==> config.mk <==
export PLATFORM = sky130hd
export DESIGN_NAME = pc_fetch_unit
export DESIGN_NICKNAME = d
export VERILOG_FILES = /design/src/rtl/mips_fetch_pkg.sv /design/src/rtl/npc_calc.sv /design/src/rtl/pc_fetch_unit.sv
export SDC_FILE = /design/constraint.sdc
export NUM_CORES = 1
export LEC_CHECK = 0
export ABC_AREA = 1
export BUFFER_PORTS_ARGS = -buffer_cell sky130_fd_sc_hd__buf_2
export CORE_MARGIN = 2
export CORE_UTILIZATION = 49
export CTS_BUF_LIST = sky130_fd_sc_hd__clkbuf_8
export CTS_CLUSTER_SIZE = 24
export DETAILED_ROUTE_END_ITERATION = 8
export PLACE_DENSITY = 0.83
export RECOVER_POWER = 100
export SYNTH_ARGS = -nofsm -noshare
export SYNTH_HDL_FRONTEND = slang
export SYNTH_SLANG_ARGS = --single-unit
==> constraint.sdc <==
create_clock -name clk -period 1.99 [get_ports clk]
set_input_delay 0.199 -clock clk [delete_from_list [all_inputs] [get_ports clk]]
set_output_delay 0.199 -clock clk [all_outputs]
set_load 0.005 [all_outputs]
==> src/rtl/mips_fetch_pkg.sv <==
// Shared definitions for the MIPS fetch stage: reset PC, nop encoding,
// next-PC select codes and the branch offset helper.
package mips_fetch_pkg;

   localparam logic [31:0] RESET_PC_DEFAULT = 32'h0000_3000;
   localparam logic [31:0] NOP_INSTR        = 32'h0000_0000;

   // Source of the next PC, in increasing redirect priority.
   typedef enum logic [1:0] {
      SEQ = 2'd0,
      BR  = 2'd1,
      J   = 2'd2,
      JR  = 2'd3
   } npc_sel_t;

   // Branch displacement in bytes: sign-extended word offset.
   function automatic logic [31:0] br_offset(input logic [15:0] imm16);
      return {{14{imm16[15]}}, imm16, 2'b00};
   endfunction

endpackage

==> src/rtl/npc_calc.sv <==
// Next-PC calculation: priority select between sequential fetch and the
// three redirect kinds, plus their target arithmetic. Purely combinational;
// redirects only count when the IF/ID instruction is valid.
module npc_calc
   import mips_fetch_pkg::*;
(
   input  logic [31:0] pc,
   input  logic [31:0] if_pc_plus4,
   input  logic        if_valid,
   input  logic        br_taken,
   input  logic [15:0] br_imm16,
   input  logic        j_en,
   input  logic [25:0] j_index26,
   input  logic        jr_en,
   input  logic [31:0] jr_target,
   output logic [31:0] npc,
   output logic [1:0]  sel
);

   npc_sel_t w_sel;

   // Pick the highest-priority redirect; a bubble in IF/ID cannot redirect.
   always_comb begin
      w_sel = SEQ;
      if (if_valid && jr_en) begin
         w_sel = JR;
      end else if (if_valid && j_en) begin
         w_sel = J;
      end else if (if_valid && br_taken) begin
         w_sel = BR;
      end else begin
         w_sel = SEQ;
      end
   end

   // Form the target for the selected source; all sums wrap at 32 bits.
   always_comb begin
      npc = pc + 32'd4;
      case (w_sel)
         SEQ:     npc = pc + 32'd4;
         BR:      npc = if_pc_plus4 + br_offset(br_imm16);
         J:       npc = {if_pc_plus4[31:28], j_index26, 2'b00};
         JR:      npc = jr_target;
         default: npc = pc + 32'd4;
      endcase
   end

   assign sel = w_sel;

endmodule

==> src/rtl/pc_fetch_unit.sv <==
// Fetch stage: owns the PC, addresses the instruction memory and captures
// the returned word into the IF/ID register. Redirects beat stalls, and a
// redirect flushes the wrong-path fetch, leaving one bubble.
// Optional build macro PC_BOUNDS_CHECK_EN: a next PC outside the populated
// IM window (or misaligned) freezes the stage and raises sticky fetch_fault.
module pc_fetch_unit
   import mips_fetch_pkg::*;
#(
   parameter logic [31:0] RESET_PC = RESET_PC_DEFAULT,
   parameter int          IM_AW    = 10,
   parameter int          IM_DEPTH = 32
) (
   input  logic             clk,
   input  logic             rst_n,
   output logic [IM_AW-1:0] im_addr,
   input  logic [31:0]      im_dout,
   input  logic             stall,
   input  logic             br_taken,
   input  logic [15:0]      br_imm16,
   input  logic             j_en,
   input  logic [25:0]      j_index26,
   input  logic             jr_en,
   input  logic [31:0]      jr_target,
   output logic [31:0]      pc,
   output logic [31:0]      if_instr,
   output logic [31:0]      if_pc,
   output logic [31:0]      if_pc_plus4,
   output logic             if_valid,
   output logic             fetch_fault
);

   logic [31:0] r_pc;
   logic [31:0] r_if_instr;
   logic [31:0] r_if_pc;
   logic [31:0] r_if_pc_plus4;
   logic        r_if_valid;

   logic [31:0] w_npc;
   logic [1:0]  w_sel;
   logic        w_redirect;
   logic [31:0] w_offset;

   npc_calc u_npc_calc (
      .pc          (r_pc),
      .if_pc_plus4 (r_if_pc_plus4),
      .if_valid    (r_if_valid),
      .br_taken    (br_taken),
      .br_imm16    (br_imm16),
      .j_en        (j_en),
      .j_index26   (j_index26),
      .jr_en       (jr_en),
      .jr_target   (jr_target),
      .npc         (w_npc),
      .sel         (w_sel)
   );

   assign w_redirect = (w_sel != SEQ);

   // IM word index relative to the reset PC; upper bits simply drop off.
   assign w_offset = r_pc - RESET_PC;
   assign im_addr  = IM_AW'(w_offset >> 2);

`ifdef PC_BOUNDS_CHECK_EN
   localparam logic [31:0] LAST_PC = RESET_PC + (32'(IM_DEPTH) * 32'd4) - 32'd4;

   logic r_fetch_fault;
   logic w_advance;
   logic w_oob;

   // A PC update happens on any redirect or on an unstalled sequential step.
   assign w_advance = w_redirect || !stall;
   assign w_oob     = (w_npc < RESET_PC) || (w_npc > LAST_PC) || (w_npc[1:0] != 2'b00);
`else
   logic w_unused_depth;
   assign w_unused_depth = (IM_DEPTH == 0);
`endif

   // PC and IF/ID pipeline register: reset, (fault freeze), redirect, stall, advance.
   always_ff @(posedge clk) begin
      if (!rst_n) begin
         r_pc          <= RESET_PC;
         r_if_instr    <= NOP_INSTR;
         r_if_pc       <= 32'h0000_0000;
         r_if_pc_plus4 <= 32'h0000_0000;
         r_if_valid    <= 1'b0;
`ifdef PC_BOUNDS_CHECK_EN
         r_fetch_fault <= 1'b0;
      end else if (r_fetch_fault) begin
         r_if_valid    <= 1'b0;
      end else if (w_advance && w_oob) begin
         r_if_valid    <= 1'b0;
         r_fetch_fault <= 1'b1;
`endif
      end else if (w_redirect) begin
         r_pc          <= w_npc;
         r_if_instr    <= NOP_INSTR;
         r_if_valid    <= 1'b0;
      end else if (!stall) begin
         r_pc          <= w_npc;
         r_if_instr    <= im_dout;
         r_if_pc       <= r_pc;
         r_if_pc_plus4 <= r_pc + 32'd4;
         r_if_valid    <= 1'b1;
      end else begin
         r_pc          <= r_pc;
         r_if_instr    <= r_if_instr;
         r_if_pc       <= r_if_pc;
         r_if_pc_plus4 <= r_if_pc_plus4;
         r_if_valid    <= r_if_valid;
      end
   end

   assign pc          = r_pc;
   assign if_instr    = r_if_instr;
   assign if_pc       = r_if_pc;
   assign if_pc_plus4 = r_if_pc_plus4;
   assign if_valid    = r_if_valid;
`ifdef PC_BOUNDS_CHECK_EN
   assign fetch_fault = r_fetch_fault;
`else
   assign fetch_fault = 1'b0;
`endif

endmodule
* Yosys cells after proc, flatten, opt, wreduce, memory -nomap -nowiden
Index checks and enable logic that the tools add are counted.
** Storage, ports and cells
- Bits in registers :: 129
- Input port bits :: 112
- Output and inout port bits :: 140
** Cells by class
- Bitwise gates (word level) :: 3
- Reductions and logical operators :: 7
- Equality and inequality tests :: 4
- $add $sub $neg :: 3
- Muxes and demuxes :: 6
** Operators by type and width (number)
- $pmux 32 s4 :: 1
- $mux 32 :: 2
- $add 32x3->32 const B :: 1
- $add 32x32->32 :: 1
- $sub 12x1->12 const B :: 1
- $eq 2x2->1 const B :: 2
- $mux 2 :: 2
- $logic_and 1x1->1 :: 3
- $not 1->1 :: 3
- $eq 2x1->1 const B :: 1
- $logic_not 2->1 :: 1
- $ne 2x1->1 const B :: 1
- $reduce_and 2->1 :: 1
- $reduce_bool 2->1 :: 1
- $reduce_or 2->1 :: 1
- $mux 1 :: 1

* Depth between registers and ports, before layout
- Depth in word-level cells :: 8
- Gate-level depth with buffers :: 15
- Depth with buffers taken out :: 15

* Hierarchy
Synthesis repeated with hierarchy kept, for this count alone.
** Unflattened totals
- Cells, all modules :: 1523
- Area, all modules :: 9115.0 um^2
** By module, submodules not included
- pc_fetch_unit :: instances 1, area an instance 5390.2 um^2, cells an instance 753
- npc_calc :: instances 1, area an instance 3724.8 um^2, cells an instance 770

* Worst setup path before layout
No wires, ideal clock.
- Path type :: register -> register
- Start :: register r_if_pc_plus4[2] (netlist: if_pc_plus4[2])
- End :: register r_pc[18] (netlist: pc[18])
- Path buffers :: 0
- Stages on the path, launching flop included :: 14
- Setup slack :: -0.049 ns
- Data arrival time :: 1.930 ns
- Cells stage by stage :: dfxtp_1 -> ha_1 -> fa_1 -> nand3_1 -> nand3_1 -> nand2_1 -> nand2_1 -> nand2_1 -> nand2_1 -> or2_2 -> nand3_1 -> nand4_1 -> nand2_1 -> inv_1
** Between the ends
- Word-level cells in the longest chain between the ends :: 4
** Ends and longest elaborated chain
- from (decl) :: RTL line pc_fetch_unit.sv:35 : logic [31:0] r_if_pc_plus4;
- from (signal assigned) :: RTL line pc_fetch_unit.sv:102 : r_if_pc_plus4 <= r_pc + 32'd4;
- from (signal assigned) :: RTL line pc_fetch_unit.sv:108 : r_if_pc_plus4 <= r_if_pc_plus4;
- $add 32x32->32 * :: RTL line npc_calc.sv:41 : BR: npc = if_pc_plus4 + br_offset(br_imm16);
- $pmux 32 s4 * :: RTL line npc_calc.sv:39 : case (w_sel)
- $mux 32 :: RTL line pc_fetch_unit.sv:98 : end else if (!stall) begin
- $mux 32 * :: RTL line pc_fetch_unit.sv:94 : end else if (w_redirect) begin
- to (signal assigned) :: RTL line pc_fetch_unit.sv:95 : r_pc <= w_npc;
- to (signal assigned) :: RTL line pc_fetch_unit.sv:99 : r_pc <= w_npc;
- to (signal assigned) :: RTL line pc_fetch_unit.sv:105 : r_pc <= r_pc;
- to (decl) :: RTL line pc_fetch_unit.sv:32 : logic [31:0] r_pc;
Every way passes the cells marked *; elsewhere a longest branch is shown, timed or not. The select of a mux whose other input is x is not followed.
A chain may end at the register's enable or synchronous reset.

* Worst setup path after layout
- Start :: register r_if_pc_plus4[27] (netlist: if_pc_plus4[27])
- End :: register r_pc[31] (netlist: pc[31])
Same word-level chain as after synthesis.

==> run_results.csv <==
group,metric,value,unit
detailed_routing,drt-wirelength-per-cell,16.83,microns
clock_network,cts.path.max_buffers,2,
clock_network,clk_pin_slew_worst_paths,0.09,ns
power,vdd_drop_max,0.4633,mV
timing,report.final.setup_viol,1,
run_status,outcome,"finished, violations left",
timing,maxSlewHeadroom,0.5798,
critical_path,reg2regPathDepth,13,
detailed_routing,drt_first_pass_iters,5,
clock_network,cts_tree,"yes",
timing,finClkSkew,0.01429,ns
global_routing,grt_usage,0.3549,
cells_and_area,nets,1874,
yosys,synth_area_per_cell,6.063,sq um
global_routing,grt_pass1_wl,49650,microns
timing,worst_slack,-0.01690,ns
detailed_routing,final_antenna_net_count,0,
worst_hold_path,hold_depth,3,
yosys,synth_edf_count,0,
critical_path,worstPathArrival,2.36,ns
yosys,synth-compound-area-share,0.1406,
yosys,yosysMostFrequentCell,"nand2_1",
critical_path,path_class,"register to register",
detailed_routing,drtIter0Drc,1054,
yosys,yosys-mux-area-fraction,0,
floorplan,core,0.01647,sq mm
power,power_density,599.9,mW/mm^2
yosys,synth_area,0.008197,sq mm
yosys,synth_fa_ha_area_frac,0.04824,
cells_and_area,antenna_cells,0,
timing,final-max-slew-violation-count,0,
run,maxCapViolCount,0,
timing,finalCritPeriodShare,1.008,
worst_hold_path,min_to,"if_instr[11]$_SDFFE_PP0N_",
yosys,synth_cell_types,38,
run_status,failed_checks,"setup timing",
critical_path,rr_startpoint,"if_pc_plus4[27]$_SDFFE_PN0P_",
power,leakage,5.882,nW
yosys,synth_seq_area_share,0.3102,
detailed_routing,routed_wl,33050,microns
cells_and_area,utilization,0.7093,
worst_hold_path,min-delay-start,"im_dout[11]",
critical_path,reg2reg_slack,-0.02,ns
global_routing,antenna_found_initial,0,
worst_hold_path,hold_class,"input port to register",
clock_network,cts.sinks,127,
yosys,synthesis.nets,1495,
floorplan,ioPinCount,252,
yosys,synth_top_area_frac,0.3102,
yosys,synthSimpleGateAreaFrac,0.3607,
critical_path,reg2reg_to,"pc[31]$_SDFFE_PN0P_",
floorplan,die_area,0.01778,sq mm
yosys,ys_top_cells_by_count,"nand2_1 (456), inv_1 (193), a21oi_1 (130)",
floorplan,num_rows,47,
timing,hold_viol,0,
timing,max_freq,498.3,MHz
timing,holdWs,0.01277,ns
yosys,yosysWarnings,0,
critical_path,crit_fanout,3,
yosys,synth_top_family_by_area,"simple AND/OR/NAND/NOR gates",
placement,portBuffers,250,
yosys,synthArstFlopShare,0,
global_routing,grt_overflow,0,
cells_and_area,drive_gt1_frac,0.2964,
yosys,synth_top_cell_by_area,"dfxtp_1",
detailed_routing,vias,10550,
timing,min_period,2.007,ns
floorplan,die_h,133.3,microns
floorplan,die_width,133.3,microns
cells_and_area,area_delta_synth_final,42.50,%
placement,gp_congestion,0.9899,
global_routing,grt_pass1_vias,9816,
yosys,syn-instance-count,1352,
placement,dp_hpwl,24770,microns
yosys,ys_ff_latch,127,
yosys,synth_area_leaders,"dfxtp_1 (31%), nand2_1 (21%), inv_1 (8.8%)",
detailed_routing,drc,0,
yosys,synthXorXnorAreaFrac,0.009617,
clock_network,clock-root-buffer,"clkbuf_8",
clock_network,cts_buffers,17,
critical_path,startpoint_type,"register",
critical_path,worst-endpoint-required,2.34,ns
clock_network,worstSkewPairLatency,0.46,ns
detailed_routing,avgViaCountPerCell,5.370,
clock_network,cts_max_level,4,
timing,tightest_slew,0.6304,ns
timing,rsz0062_at_grt,"true",
critical_path,endpoint_kind,"register",
floorplan,start_util,0.4978,
yosys,ys.flop_type,"dfxtp_1",
global_routing,grt_max_degree,60,
## worst max path at each step
stage	startpoint	cells after the start	endpoint	slack, ns
2_1_floorplan	if_pc_plus4[2]$_SDFFE_PN0P_	13	pc[18]$_SDFFE_PN0P_	0.05
3_3_place_gp	br_imm16[15]	15	pc[31]$_SDFFE_PN0P_	-0.17
3_5_place_dp	br_imm16[15]	15	pc[31]$_SDFFE_PN0P_	-0.18
4_1_cts	if_pc_plus4[4]$_SDFFE_PN0P_	11	pc[7]$_SDFFE_PN0P_	0.002
5_1_grt	if_pc_plus4[11]$_SDFFE_PN0P_	13	pc[17]$_SDFFE_PN0P_	-0.06
6_report	if_pc_plus4[27]$_SDFFE_PN0P_	13	pc[31]$_SDFFE_PN0P_	-0.02
## registers in the layout, summed over array words and instances (netlist names)
| signal | cells |
|---|---|
| if_instr | 32 |
| if_pc | 32 |
| if_pc_plus4 | 30 |
| if_valid | 1 |
| pc | 32 |
## report_power, final
group	leakage (nW)	total (mW)	internal, mW	switching [mW]
registers	1.05	2.90	2.74	0.166
logic	4.65	1.97	0.839	1.14
clock network	0.181	2.13	0.976	1.15
## routing by layer
metal / global-route usage / routed length, microns / share of wire
met3: 0.07801 / 3293 / 0.10
met1: 0.4501 / 13190 / 0.40
met4: 0.1466 / 1143 / 0.035
met5: 0 / 0 / 0
met2: 0.5859 / 15420 / 0.47
## cell usage in the layout, fill, tap and decap left out, drive strengths merged, types with 2 or more instances in the layout
cell type and instances:
nand2 458, buf 343, inv 206, a21oi 130, dfxtp 127, nor2 100, nand3 87, o21ai 71
clkbuf 65, ha 30, dlygate4sd3 25, nor3 24, nand4 17, or2 10, xor2 9, clkinv 7
nand3b 5, a31oi 5, and2 4, a221oi 4, clkinvlp 4, o221ai 3, a211oi 2, o21bai 2
## per-stage QoR
stage                     TNS (ns)  total power, mW  cell area [sq um]  std cells  setup slack [ns]
after floorplan                  0            3.847               8204       1352           0.05049
after global placement     -0.8129            4.668              10510       1902           -0.1728
after detailed placement    -1.009            4.701              10510       1902           -0.1834
after CTS                        0            6.854              11290       1961          0.002350
after global routing       -0.3866            7.305              11680       1964          -0.06290
final                     -0.01690            7.007              11680       1964          -0.01690
## cell families (layout without fill, tap and decap cells)
| family | count (synthesis) | after routing |
|---|---|---|
| xor gates and xnor gates | 9 | 9 |
| buffers and inverters | 259 | 651 |
| DFF | 127 | 127 |
| AOI/OAI and AO/OA | 220 | 220 |
| and+or+nand+nor | 705 | 705 |
| other | 1 | 1 |
| adders and majority gates | 31 | 31 |
## repair_timing
action | in CTS | in global routing
buffers inserted | 3 | 2
pin swaps | 5 | 14
endpoints found under the hold margin | 24 | 1
hold buffers | 24 | 1
gates resized for setup | 27 | 102
setup endpoints to repair | 12 | 28
## worst max-delay path: stages (launching register included)
cell     delay (ns)
dfxtp_1        0.34
ha_1           0.34
nand2_1        0.11
buf_4          0.15
nor2_1         0.16
nand2_2        0.12
nor2_1         0.15
nand2_2        0.12
nand2_1        0.08
nand2_1        0.05
nand3_1        0.10
nand3_1        0.08
nand2_1        0.06
inv_1          0.04
## area by class of cell
cell class / count / area (sq um)
clock buffers: 17 / 234.0
clock inverters: 15 / 122.6
fillers: 1426 / 4786
inverters: 203 / 762.0
multi-input cells: 966 / 5164
flip-flops and latches: 127 / 2561
well taps: 220 / 275.3
repair buffers: 416 / 2561
Power figures use the tool's default switching activity.
